==> src/rtl/bp_cce_lce_cmd_arbiter_if.sv <==
// bp_cce_lce_cmd_arbiter_if: requester and LCE command port handshake bundle for the arbiter
interface bp_cce_lce_cmd_arbiter_if #(
    parameter int header_width_p = 128,
    parameter int data_width_p = 64
);
    logic ucode_v_i;
    logic [header_width_p-1:0] ucode_header_i;
    logic [data_width_p-1:0] ucode_data_i;
    logic ucode_last_i;
    logic ucode_ready_o;
    logic msg_v_i;
    logic [header_width_p-1:0] msg_header_i;
    logic [data_width_p-1:0] msg_data_i;
    logic msg_last_i;
    logic msg_ready_o;
    logic [header_width_p-1:0] lce_cmd_header_o;
    logic [data_width_p-1:0] lce_cmd_data_o;
    logic lce_cmd_v_o;
    logic lce_cmd_ready_i;
    logic lce_cmd_busy_o;
    logic owner_o;

    modport slave (
        input ucode_v_i, ucode_header_i, ucode_data_i, ucode_last_i,
        input msg_v_i, msg_header_i, msg_data_i, msg_last_i, lce_cmd_ready_i,
        output ucode_ready_o, msg_ready_o, lce_cmd_header_o, lce_cmd_data_o,
        output lce_cmd_v_o, lce_cmd_busy_o, owner_o
    );

    modport master (
        output ucode_v_i, ucode_header_i, ucode_data_i, ucode_last_i,
        output msg_v_i, msg_header_i, msg_data_i, msg_last_i, lce_cmd_ready_i,
        input ucode_ready_o, msg_ready_o, lce_cmd_header_o, lce_cmd_data_o,
        input lce_cmd_v_o, lce_cmd_busy_o, owner_o
    );
endinterface

==> src/rtl/bp_cce_lce_cmd_arbiter.sv <==
// bp_cce_lce_cmd_arbiter: shares the CCE LCE command port between ucode and msg with
// multi-beat locking and a starvation bound on msg priority
module bp_cce_lce_cmd_arbiter #(
    parameter int header_width_p = 128,
    parameter int data_width_p = 64,
    parameter int max_starve_p = 4
) (
    input logic clk_i,
    input logic reset_i,
    bp_cce_lce_cmd_arbiter_if.slave bus
);
    localparam int cnt_w = $clog2(max_starve_p + 1);
    localparam logic [cnt_w-1:0] max_c = cnt_w'(max_starve_p);

    typedef enum logic [1:0] {IDLE = 2'd0, LOCK_UCODE = 2'd1, LOCK_MSG = 2'd2} state_t;

    state_t state, state_n;
    logic [cnt_w-1:0] starve_cnt;
    logic grant_msg, last, xfer;
    logic [header_width_p-1:0] header;
    logic [data_width_p-1:0] data;

    // msg keeps priority in IDLE until ucode has watched max_starve_p msg messages go by
    assign grant_msg = (state == LOCK_MSG) |
                       ((state == IDLE) & bus.msg_v_i & (~bus.ucode_v_i | (starve_cnt != max_c)));
    assign last = grant_msg ? bus.msg_last_i : bus.ucode_last_i;
    assign xfer = bus.lce_cmd_v_o & bus.lce_cmd_ready_i;

    always_ff @(posedge clk_i or posedge reset_i) begin
        if (reset_i) state <= IDLE;
        else state <= state_n;
    end

    always_comb begin
        state_n = state;
        if (xfer)
            state_n = last ? IDLE : (state != IDLE) ? state : grant_msg ? LOCK_MSG : LOCK_UCODE;
    end

    always_ff @(posedge clk_i or posedge reset_i) begin
        if (reset_i) starve_cnt <= '0;
        else if (xfer & last & ~grant_msg) starve_cnt <= '0;
        else if (xfer & last & grant_msg & bus.ucode_v_i & (starve_cnt != max_c))
            starve_cnt <= starve_cnt + 1'b1;
    end

    always_comb begin
        header = grant_msg ? bus.msg_header_i : bus.ucode_header_i;
        data = grant_msg ? bus.msg_data_i : bus.ucode_data_i;
        bus.lce_cmd_header_o = header;
        bus.lce_cmd_data_o = data;
        bus.owner_o = ~reset_i & grant_msg;
        bus.lce_cmd_v_o = ~reset_i & (grant_msg ? bus.msg_v_i : bus.ucode_v_i);
        bus.ucode_ready_o = ~reset_i & ~grant_msg & bus.lce_cmd_ready_i;
        bus.msg_ready_o = ~reset_i & grant_msg & bus.lce_cmd_ready_i;
        bus.lce_cmd_busy_o = ~reset_i & ((state == LOCK_MSG) | ((state == IDLE) & bus.msg_v_i & grant_msg));
    end

    // a waiting requester must hold its beat steady until it is accepted
    a_ucode_stable: assert property (@(posedge clk_i) disable iff (reset_i)
        bus.ucode_v_i & ~bus.ucode_ready_o |=>
        ~bus.ucode_v_i | ($stable(bus.ucode_header_i) & $stable(bus.ucode_data_i)));
    a_msg_stable: assert property (@(posedge clk_i) disable iff (reset_i)
        bus.msg_v_i & ~bus.msg_ready_o |=>
        ~bus.msg_v_i | ($stable(bus.msg_header_i) & $stable(bus.msg_data_i)));
endmodule

==> src/flat_wrapper.sv <==
// flat-port wrapper written by rule: the top's interface ports become plain ports
module bp_cce_lce_cmd_arbiter_flat 
#(
    parameter int header_width_p = 128,
    parameter int data_width_p = 64,
    parameter int max_starve_p = 4
)
  (clk_i, reset_i, bus_ucode_v_i, bus_ucode_header_i, bus_ucode_data_i, bus_ucode_last_i, bus_msg_v_i, bus_msg_header_i, bus_msg_data_i, bus_msg_last_i, bus_lce_cmd_ready_i, bus_ucode_ready_o, bus_msg_ready_o, bus_lce_cmd_header_o, bus_lce_cmd_data_o, bus_lce_cmd_v_o, bus_lce_cmd_busy_o, bus_owner_o);
  bp_cce_lce_cmd_arbiter_if #(.header_width_p(header_width_p), .data_width_p(data_width_p)) bus_i ();
  input logic clk_i;
  input logic reset_i;
  input wire logic [$bits(bus_i.ucode_v_i)-1:0] bus_ucode_v_i;
  input wire logic [$bits(bus_i.ucode_header_i)-1:0] bus_ucode_header_i;
  input wire logic [$bits(bus_i.ucode_data_i)-1:0] bus_ucode_data_i;
  input wire logic [$bits(bus_i.ucode_last_i)-1:0] bus_ucode_last_i;
  input wire logic [$bits(bus_i.msg_v_i)-1:0] bus_msg_v_i;
  input wire logic [$bits(bus_i.msg_header_i)-1:0] bus_msg_header_i;
  input wire logic [$bits(bus_i.msg_data_i)-1:0] bus_msg_data_i;
  input wire logic [$bits(bus_i.msg_last_i)-1:0] bus_msg_last_i;
  input wire logic [$bits(bus_i.lce_cmd_ready_i)-1:0] bus_lce_cmd_ready_i;
  output wire logic [$bits(bus_i.ucode_ready_o)-1:0] bus_ucode_ready_o;
  output wire logic [$bits(bus_i.msg_ready_o)-1:0] bus_msg_ready_o;
  output wire logic [$bits(bus_i.lce_cmd_header_o)-1:0] bus_lce_cmd_header_o;
  output wire logic [$bits(bus_i.lce_cmd_data_o)-1:0] bus_lce_cmd_data_o;
  output wire logic [$bits(bus_i.lce_cmd_v_o)-1:0] bus_lce_cmd_v_o;
  output wire logic [$bits(bus_i.lce_cmd_busy_o)-1:0] bus_lce_cmd_busy_o;
  output wire logic [$bits(bus_i.owner_o)-1:0] bus_owner_o;
  assign bus_i.ucode_v_i = bus_ucode_v_i;
  assign bus_i.ucode_header_i = bus_ucode_header_i;
  assign bus_i.ucode_data_i = bus_ucode_data_i;
  assign bus_i.ucode_last_i = bus_ucode_last_i;
  assign bus_i.msg_v_i = bus_msg_v_i;
  assign bus_i.msg_header_i = bus_msg_header_i;
  assign bus_i.msg_data_i = bus_msg_data_i;
  assign bus_i.msg_last_i = bus_msg_last_i;
  assign bus_i.lce_cmd_ready_i = bus_lce_cmd_ready_i;
  assign bus_ucode_ready_o = bus_i.ucode_ready_o;
  assign bus_msg_ready_o = bus_i.msg_ready_o;
  assign bus_lce_cmd_header_o = bus_i.lce_cmd_header_o;
  assign bus_lce_cmd_data_o = bus_i.lce_cmd_data_o;
  assign bus_lce_cmd_v_o = bus_i.lce_cmd_v_o;
  assign bus_lce_cmd_busy_o = bus_i.lce_cmd_busy_o;
  assign bus_owner_o = bus_i.owner_o;
  bp_cce_lce_cmd_arbiter #(.header_width_p(header_width_p), .data_width_p(data_width_p), .max_starve_p(max_starve_p)) u_core (.clk_i(clk_i), .reset_i(reset_i), .bus(bus_i));
endmodule
==> config.mk <==
export PLATFORM = sky130hd
export DESIGN_NAME = bp_cce_lce_cmd_arbiter_flat
export DESIGN_NICKNAME = d
export VERILOG_FILES = /design/src/rtl/bp_cce_lce_cmd_arbiter_if.sv /design/src/rtl/bp_cce_lce_cmd_arbiter.sv /design/src/flat_wrapper.sv
export SDC_FILE = /design/constraint.sdc
export NUM_CORES = 1
export LEC_CHECK = 0
export BUFFER_PORTS_ARGS = -buffer_cell sky130_fd_sc_hd__buf_4
export CELL_PAD_IN_SITES_DETAIL_PLACEMENT = 0
export CELL_PAD_IN_SITES_GLOBAL_PLACEMENT = 1
export CORE_AREA = 4 4 229 231
export DETAILED_ROUTE_END_ITERATION = 10
export DIE_AREA = 0 0 233 235
export HOLD_SLACK_MARGIN = 0.03
export PLACE_DENSITY = 0.48
export SYNTH_ARGS = -nofsm -noshare
export SYNTH_HDL_FRONTEND = slang
export SYNTH_SLANG_ARGS = --single-unit
==> constraint.sdc <==
create_clock -name clk_i -period 2.4 [get_ports clk_i]
set_clock_uncertainty 0.2 [all_clocks]
set_input_delay 0 -clock clk_i [delete_from_list [all_inputs] [get_ports clk_i]]
set_output_delay 0 -clock clk_i [all_outputs]
set_load 0.01 [all_outputs]
== Word-level counts from Yosys, hierarchy flattened ==
Cells that the tools add are included.
Word-level totals
  input bits: 391
  memory bits (writable): 0
  output and inout port bits: 197
  bits in registers: 5
  logic and storage cells: 40
  memories: 0
  memory bits (read-only): 0
  bits in latches: 0
Cells by class
  equal/unequal tests: 3
  div/mod/pow operators: 0
  multiply operators: 0
  $add $sub $neg: 1
  reduce and logical (&&, ||, !) cells: 4
  shifts and indexed selects: 0
  mux-type cells: 9
  bitwise logic cells: 21
  magnitude comparators: 0
Operators by type and width (count)
  128-bit 2-to-1 mux: 1
  64-bit 2-to-1 mux: 1
  1-bit AND: 15
  2-bit 2-to-1 mux: 3
  3-bit 2-to-1 mux: 2
  2-bit nonzero test: 2
  3-bit by 1-bit adder with 3-bit output, second input constant: 1
  3-bit inequality test, second input constant: 1
  1-bit NOT: 3
  1-bit OR: 3
  2-bit equality test, second input constant: 1
  2-bit logical NOT: 1
  1-bit 2-to-1 mux: 2
  2-bit by 1-bit inequality test with 1-bit output, second input constant: 1
  2-bit AND reduction: 1

== Depth between registers and ports, before layout ==
  word-level depth: 13
  gate-level depth with buffers: 9
  gate-level depth less buffers: 6

== Worst setup path after synthesis ==
OpenSTA, ideal clock, no wires.
  path type: register to register
  start: register u_core.starve_cnt[0]
  end: register u_core.state[1]
  cell stages (with the launch flop): 9
  path slack: 0.218 ns
  period minus slack after synthesis: 2.182 ns
  path buffers: 2
  arrival time: 1.905 ns
  setup time: 0.077 ns
  data required time: 2.123 ns
  cell sequence: dfrtp_1 > inv_1 > ha_1 > and4b_1 > or3_1 > buf_2 > buf_6 > or3_1 > a21oi_1
Between the ends
  cells in the longest elaborated chain, start to end: 8
  elaborated cells between the ends (all ways): 13
  classes of those cells: eq/ne (2); mux (5); bitwise (5); reduce/logical (1)
Ends and longest elaborated chain
  start: declaration: line bp_cce_lce_cmd_arbiter.sv:18  | logic [cnt_w-1:0] starve_cnt;
  start signal: assignment: line bp_cce_lce_cmd_arbiter.sv:44  | starve_cnt <= starve_cnt + 1'b1;
  3-bit inequality test *: line bp_cce_lce_cmd_arbiter.sv:25  | ((state == IDLE) & bus.msg_v_i & (~bus.ucode_v_i | (starve_cnt != max_c)));
  1-bit OR *: line bp_cce_lce_cmd_arbiter.sv:25
  1-bit AND *: line bp_cce_lce_cmd_arbiter.sv:25
  1-bit OR *: line bp_cce_lce_cmd_arbiter.sv:24  | assign grant_msg = (state == LOCK_MSG) |
  1-bit 2-to-1 mux: line bp_cce_lce_cmd_arbiter.sv:53  | bus.lce_cmd_v_o = ~reset_i & (grant_msg ? bus.msg_v_i : bus.ucode_v_i);
  1-bit AND: line bp_cce_lce_cmd_arbiter.sv:53
  1-bit AND: line bp_cce_lce_cmd_arbiter.sv:27  | assign xfer = bus.lce_cmd_v_o & bus.lce_cmd_ready_i;
  2-bit AND reduction (no source line)
  end signal: assignment: line bp_cce_lce_cmd_arbiter.sv:31  | else state <= state_n;
  end: declaration: line bp_cce_lce_cmd_arbiter.sv:17  | state_t state, state_n;
Mark *: on every way between the ends. The rest lies on a longest branch, timed or not. The select of a mux whose other input is x is not followed.
A chain may end at the register's enable or synchronous reset.

== Worst setup path after layout ==
  start: register u_core.starve_cnt[1]
  end: output bus_lce_cmd_header_o[86]
Between the ends
  cells in the longest elaborated chain, start to end: 5
Ends and longest elaborated chain
  3-bit inequality test: line bp_cce_lce_cmd_arbiter.sv:25
  1-bit OR: line bp_cce_lce_cmd_arbiter.sv:25
  1-bit AND: line bp_cce_lce_cmd_arbiter.sv:25
  1-bit OR: line bp_cce_lce_cmd_arbiter.sv:24
  128-bit 2-to-1 mux: line bp_cce_lce_cmd_arbiter.sv:48  | header = grant_msg ? bus.msg_header_i : bus.ucode_header_i;
  end: declaration: line flat_wrapper.sv:23  | output wire logic [$bits(bus_i.lce_cmd_header_o)-1:0] bus_lce_cmd_header_o;
Every way passes these cells.

==> impl_metrics.csv <==
group,metric,value,unit
place,place_ws,0.0628,ns
sta,final-setup-viol-count,91,
worst_hold_path,hold_start,"bus_msg_header_i[18]",
route,firstDrtPassIters,4,
sta,slew_violations,0,
logic_synthesis,syn_avg_cell_area,10.4,sq um
worst_setup_path,r2r-end,"u_core.state[1]",
worst_hold_path,min_delay_path_depth,3,
worst_setup_path,crit_buf_inv,4,
route,drc,0,
route,routed_wl,36400,um
logic_synthesis,synth_fa_ha_area_frac,0.00918,
worst_hold_path,hp-class,"input pin to output port",
worst_setup_path,cp_cell_sequence,"inv_2 > ha_4 > and4b_1 > or3_4 > buf_16 > buf_12 > mux2_2 > buf_4",
global_routing,antenna_found_initial,33,
place,port-buffer-count,587,
die,die_x,233,um
sta,slew_headroom,0.638,
logic_synthesis,yosysTopAreaCellShare,0.752,
worst_setup_path,cp_slowest_cell,"or3_4",
place,placed_area,8000,sq um
logic_synthesis,synth_compound_area_frac,0.0344,
logic_synthesis,syn_nets,654,
pwr,p_leak,4.20,nW
worst_setup_path,cp.arrival,2.26,ns
layout,syn_to_final_growth,221,%
sta,max_freq,407,MHz
logic_synthesis,synth_top_area_cell,"mux2_2",
layout,utilization,0.175,
logic_synthesis,ys_seq_elements,5,
worst_setup_path,critPathLaunchType,"flop",
status,violations,"setup timing",
die,coreArea,50100,sq um
logic_synthesis,ys_warn_count,0,
die,die_area,54800,sq um
sta,setup_ws,-0.0594,ns
logic_synthesis,synth_top_family_by_area,"multiplexers",
route,ant_nets,0,
global_routing,gr-total-overflow,0,
cts,cts_buffers,3,
worst_setup_path,rr_worst_depth,8,
die,start_util,0.0544,
logic_synthesis,muxShareOfSynthArea,0.793,
pwr,power,7.83,mW
flow_run,maxCapViolations,0,
worst_hold_path,holdPathEnd,"bus_lce_cmd_header_o[18]",
worst_setup_path,end_kind,"output port",
sta,rsz0062_at_grt,"yes",
place,hpwlAfterDp,33300,um
cts,clk_pin_slew,0.03,ns
logic_synthesis,ys_seq_area_frac,0.0459,
die,io_pins,588,
sta,finalCriticalPeriod,2.46,ns
worst_setup_path,worstSetupPathType,"flop to output port",
worst_setup_path,worstReg2RegStart,"u_core.starve_cnt[1]",
global_routing,grt_use_total,0.121,
cts,htreeDepth,1,
sta,fin_crit_sh,1.02,
logic_synthesis,yosys.area_share.simple,0.0390,
sta,timing.setup.tns,-2.14,ns
logic_synthesis,yosysUniqueCellTypes,25,
sta,worstMarginPinSlew,0.537,ns
sta,hold_violations,0,
route,post_drt_wl_per_cell,23.5,um
cts,clockRootBuffer,"clkbuf_16",
layout,final_area,8760,sq um
cts,clock_path_buffers,2,
cts,tritoncts,"done",
worst_setup_path,cp_top_family,"buffers and inverters",
logic_synthesis,synthesis.area,2730,sq um
die,rows,82,
place,gp_congestion,0.779,
worst_setup_path,slowest_delay,0.40,ns
worst_setup_path,r2r_slack,0.15,ns
cts,clock-sinks,5,
global_routing,grt_pass1_wl,45600,um
logic_synthesis,synthTopCellsByArea,"mux2_2 (75%), buf_6 (5.8%), dfrtp_1 (4.6%), mux2_1 (4.1%), buf_2 (0.92%)",
logic_synthesis,synthCells,261,
logic_synthesis,synth-xor-area-share,0,
pwr,peakVddDrop,0.465,mV
cts,worstSkewPairLatency,0.23,ns
route,via_per_inst,3.12,
route,drt-initial-drc-count,126,
global_routing,grt_pass1_vias,5242,
layout,drive_above_1_share,0.943,
pwr,powerDensity,894,nW/um^2
worst_setup_path,crit_fanout,23,
worst_setup_path,cp_data_required_time,2.20,ns
status,run_status,"finished with violations",
die,dieHeight,235,um
layout,final_nets,1260,
route,via_count,4823,
global_routing,grt_max_degree,24,
sequential cells by signal (all words and copies together) (netlist names):
signal	count
u_core.starve_cnt	3
u_core.state	2
where the power goes:
group	internal, mW	total (mW)	switching, mW
registers	0.125	0.170	0.0445
clock network	0.220	0.276	0.0557
logic	4.46	7.39	2.93
worst register-to-register path, delay by kind of cell, from the launching register on:
kind                       cells  cell delay (ns)
AOI/OAI and AO/OA              1             0.15
adders and majority gates      1             0.15
buffers and inverters          3             0.37
DFF                            1             0.36
and+or+nand+nor                3             0.94
cell families (layout without fill, tap and decap cells):
family | after synthesis | after routing
mux | 192 | 192
buf+inv | 27 | 632
simple gates | 21 | 21
compound gates | 14 | 14
flops | 5 | 5
fa+ha+maj | 2 | 2
other cells | 0 | 9
layout by cell type, fill, tap and decap left out, types with 3 or more instances in the layout:
cell type	synthesis	layout
a21oi_1	3	3
buf_12	0	7
buf_16	0	4
buf_4	0	528
buf_6	14	74
clkbuf_16	0	6
dfrtp_1	5	5
diode_2	0	9
dlygate4sd3_1	0	5
inv_1	5	3
mux2_2	182	175
mux2_4	0	17
nand2_1	6	6
nor2_1	6	6
timing repair:
action	CTS	global route
gates resized for setup	59	45
hold buffers	5	0
pin swaps	3	0
gates cloned	3	3
buffers inserted	8	1
endpoints found under the hold margin	8	0
setup endpoints to repair	167	179
metal layers:
metal,part of all wire,GRT usage,vias to the layer above
met5,0.0017,0,-
met4,0.0067,0.00326,12
met3,0.12,0.0511,46
met2,0.53,0.240,406
met1,0.34,0.122,2145
li1,-,-,2214
cell usage after synthesis (all sizes together):
cell and n:
a21boi 1, a21oi 3, a221oi 1, a31oi 2, a41oi 1, and3b 1
and4b 1, buf 19, clkbuf 3, dfrtp 5, ha 2, inv 5
mux2 192, nand2 6, nand4 1, nor2 6, nor2b 2, nor3 1
o211ai 1, o21a 2, o21ai 2, o41ai 1, or3 3
through the flow:
step           cells  hold WS [ns]
3_5_place_dp    1515        -0.210
2_1_floorplan    261        -0.413
5_1_grt         1538         0.105
4_1_cts         1535        0.0963
3_3_place_gp    1515        -0.220
6_report        1547        0.0969
worst max path at each step:
stage / from / to / slack (ns) / cells past startpoint
after global placement: u_core.starve_cnt[1] / bus_lce_cmd_data_o[18] / 0.12 / 8
after floorplan: u_core.starve_cnt[0] / u_core.state[1] / 0.22 / 8
after global routing: u_core.starve_cnt[1] / bus_lce_cmd_header_o[66] / -0.12 / 8
after CTS: u_core.starve_cnt[1] / bus_lce_cmd_header_o[47] / -0.07 / 9
final: u_core.starve_cnt[1] / bus_lce_cmd_header_o[86] / -0.06 / 8
after detailed placement: u_core.starve_cnt[1] / bus_lce_cmd_data_o[42] / 0.06 / 8
area by class of cell:
cell class	instances	area (sq um)
Antenna cell	9	22.5
Clock buffer	4	78.8
Fill cell	5713	41300
Inverter	5	18.8
Multi-Input combinational cell	229	2470
Sequential cell	5	125
Tap cell	672	841
Timing Repair Buffer	623	5200
No activity file was read; power rests on OpenSTA's default activity.
